--- src/rtl/riscv_chk_pkg.sv ---
// Shared types and defaults for the RISCV_TOP retire checker.
package riscv_chk_pkg;

    localparam int DEF_NUM_TEST = 32;
    localparam int DEF_TIMEOUT  = 1000000;
    localparam int DEF_DWIDTH   = 32;

    typedef enum logic [1:0] {
        IDLE    = 2'd0,
        RUN     = 2'd1,
        PASS_ST = 2'd2,
        FAIL_ST = 2'd3
    } chk_state_e;

    typedef struct packed {
        logic [DEF_DWIDTH-1:0] num_inst;
        logic [DEF_DWIDTH-1:0] ans;
    } chk_entry_t;

endpackage

--- src/rtl/riscv_chk_table.sv ---
// Checkpoint table: register array with one write port and an async read.
module riscv_chk_table
    import riscv_chk_pkg::*;
#(
    parameter int NUM_TEST = DEF_NUM_TEST,
    parameter int DWIDTH   = DEF_DWIDTH,
    parameter int IDX_W    = 5
) (
    input  logic              CLK,
    input  logic              we,
    input  logic [IDX_W-1:0]  wr_idx,
    input  logic [DWIDTH-1:0] wr_num_inst,
    input  logic [DWIDTH-1:0] wr_ans,
    input  logic [IDX_W-1:0]  rd_idx,
    output logic [DWIDTH-1:0] rd_num_inst,
    output logic [DWIDTH-1:0] rd_ans
);

    logic [DWIDTH-1:0] num_q [NUM_TEST];
    logic [DWIDTH-1:0] ans_q [NUM_TEST];

    logic wr_ok;
    logic rd_ok;

    always_comb begin
        wr_ok = we && (int'(wr_idx) < NUM_TEST);
        rd_ok = int'(rd_idx) < NUM_TEST;
    end

    // Contents deliberately survive reset so a table can be reused across runs.
    always_ff @(posedge CLK) begin
        if (wr_ok) begin
            num_q[wr_idx] <= wr_num_inst;
            ans_q[wr_idx] <= wr_ans;
        end
    end

    assign rd_num_inst = rd_ok ? num_q[rd_idx] : '0;
    assign rd_ans      = rd_ok ? ans_q[rd_idx] : '0;

endmodule

--- config.mk ---
export PLATFORM = sky130hd
export DESIGN_NAME = riscv_chk_table
export DESIGN_NICKNAME = d
export VERILOG_FILES = /design/src/rtl/riscv_chk_pkg.sv /design/src/rtl/riscv_chk_table.sv
export SDC_FILE = /design/constraint.sdc
export NUM_CORES = 2
export LEC_CHECK = 0
export CORE_UTILIZATION = 63
export CTS_CLUSTER_SIZE = 25
export DETAILED_ROUTE_END_ITERATION = 10
export DONT_BUFFER_PORTS = 1
export PLACE_DENSITY_LB_ADDON = 0.08
export SLEW_MARGIN = 20
export SYNTH_ARGS = -nofsm -noshare
export SYNTH_HDL_FRONTEND = slang
export SYNTH_SLANG_ARGS = --single-unit
--- constraint.sdc ---
create_clock -name CLK -period 5.7 [get_ports CLK]
set_input_delay 1.14 -clock CLK [delete_from_list [all_inputs] [get_ports CLK]]
set_output_delay 1.14 -clock CLK [all_outputs]
set_load 0.005 [all_outputs]
==> impl_metrics.json <==
{
  "yosys.area.top_type": "edfxtp_1",
  "drt-met1-wl_microns": 71890,
  "postCtsResizedCells": 0,
  "ys_top_cells_by_area": "edfxtp_1 (79%), mux4_2 (7.4%), mux2i_1 (6.6%)",
  "setup_viol": 0,
  "cts-htree-levels": 4,
  "critPathKind": "in -> out",
  "fin_crit_sh": 0.9855,
  "die-width_microns": 353.9,
  "vias_per_cell": 6.844,
  "path_clk_slew_ns": 0.06,
  "ios": 140,
  "power_density_mw_per_mm2": 351.0,
  "grt_max_degree": 541,
  "fillers": 7355,
  "post-place-cells": 5213,
  "worst_setup_path_start_kind": "input pin",
  "cts_root_buffer": "clkbuf_16",
  "hold_buffers": 0,
  "clock_sinks": 2048,
  "peakVddDrop_mv": 0.3622,
  "grt_pass1_vias": 38260,
  "cts_tree": "done",
  "synth_ff_type": "edfxtp_1",
  "cp_max_fo": 540,
  "final_cells": 5574,
  "fin_area_sq_mm": 0.08640,
  "port_buffers": 0,
  "dieHeight_microns": 353.9,
  "synth_top_area_share": 0.7882,
  "fmax_mhz": 178.0,
  "min_path_type": "in -> reg",
  "grt_antenna_before_repair": 1,
  "setup_ws_ns": 0.08292,
  "dieArea_sq_mm": 0.1253,
  "async_flop_share": 0,
  "clockBufferDepth": 3,
  "numCtsBuffers": 196,
  "finalSetupTns_ns": 0,
  "drc": 0,
  "slew_violations": 284,
  "grt_pass1_wl_microns": 265300,
  "utilization": 0.7062,
  "dpl_cell_area_sq_mm": 0.08018,
  "place_congestion": 0.7864,
  "worstMarginPinSlew_ns": 2.208,
  "drt_iter0_drc": 4711,
  "synth-edff-count": 2048,
  "wl_met2_microns": 92350,
  "status": "complete, but fails checks",
  "p_leak_uw": 0.02792,
  "hpwl_microns": 92940,
  "finalHoldViolations": 0,
  "syn_nets": 3792,
  "wl_met3_microns": 15750,
  "start_util": 0.6377,
  "slew_headroom": -0.4717,
  "syn_area_sq_mm": 0.07803,
  "fin_crit_ns": 5.617,
  "gr-total-overflow": 0,
  "synth_commonest_cells": "edfxtp_1 (2048), mux2i_1 (512), a22oi_1 (322)",
  "ys_seq_area_frac": 0.7882,
  "ys_ff_latch": 2048,
  "rows": 128,
  "multi_input_area_sq_mm": 0.01572,
  "grt.total_usage": 0.2994,
  "ant_nets": 0,
  "violations": "max-slew violations",
  "wl_per_cell_microns": 33.26,
  "synth_most_common_cell": "edfxtp_1",
  "synth_cell_type_count": 31,
  "dp_slack_ns": 1.189,
  "top_layer_used": "met4",
  "totalWireLength_microns": 185400,
  "critical_path_arrival_ns": 4.48,
  "rsz0062_at_grt": "false",
  "via_count": 38150,
  "fin_nets": 3866,
  "post-cts-setup-buffer-count": 0,
  "firstDrtPassIters": 5,
  "synth_area_per_cell_sq_um": 21.00,
  "syn_inst": 3716,
  "core_sq_mm": 0.1224,
  "seq_area_sq_mm": 0.06150,
  "maxCapViolations": 0,
  "critPathCaptureType": "primary output",
  "drive_gt1_frac": 0.1682,
  "syn2layout_area_growth_pct": 10.73,
  "required_ns": 4.56,
  "yosys_warnings": 0
}
[stage by stage]
step	total power, uW	hold WS [ns]
floorplan	17940	1.239
global placement	18040	1.240
detailed placement	18070	1.240
CTS	30350	0.3562
global route	31060	0.3755
finish	30330	0.4045
[state kept, by name, indices dropped and copies added, names as in the netlist]
name,count
num_q,1024
ans_q,1024
[routing by layer]
layer	up-vias	global-route usage
met5	-	0
met4	0	0.1008
met3	349	0.05515
met2	1920	0.4865
met1	20130	0.4162
li1	15750	-
[worst max-delay path, cell delays in order]
cell,delay [ns]
or2_2,1.14
nor2_1,0.58
a22oi_1,0.22
nand3_1,0.37
[area by class of cell]
class,instances,area share
multi-input combinational,1455,0.1819
clock inverter,110,0.01095
sequential,2048,0.7118
timing repair buffer,89,0.01190
tap,1625,0.02353
clock buffer,246,0.05992
antenna,1,0.00002896
[final timing paths]
path,slack [ns],cells past startpoint,end,startpoint
max,0.08,4,rd_num_inst[10],rd_idx[2]
min,0.40,0,ans_q[3][28]$_DFFE_PP_,wr_ans[28]
[placed cells by master, fill, tap and decap left out, types with 2 or more instances in the layout]
master      netlist  routed
edfxtp_1       2048    2048
mux2i_1         512     512
a22oi_1         322     322
mux4_2          256     256
clkbuf_16         0     200
nand3_1         118     118
buf_4            32      62
clkbuf_1         70      46
clkinv_1          0      44
nand4_1          41      41
a22o_1           38      38
a31oi_1          38      38
clkinv_2          0      36
nor2_4            0      35
buf_12            0      24
nand2_1          22      22
bufinv_16         0      16
a21oi_1          14      14
nor2b_1          19      11
clkinvlp_4        0       8
and2_1            9       7
nor2_1           40       5
a32oi_1           5       5
nand3b_1          5       5
nor2b_4           0       4
nor2b_2           0       4
inv_6             0       4
nor3_1            3       3
buf_16            0       3
nor2_2            2       2
nand4b_1          2       2
or3b_2            2       2
[power by group]
group	switching [uW]	leakage, uW	internal, uW	total [uW]
combinational	587	0.00649	470	1060
clock	5350	0.00299	7120	12500
sequential	41.7	0.0184	16800	16800
[logic make-up after synthesis]
family,count (synthesis),synth area share
flops,2048,0.7882
mux,768,0.1396
compound gates,417,0.03975
simple gates,270,0.01807
buf+inv,213,0.01445
Power figures use the tool's default switching activity.
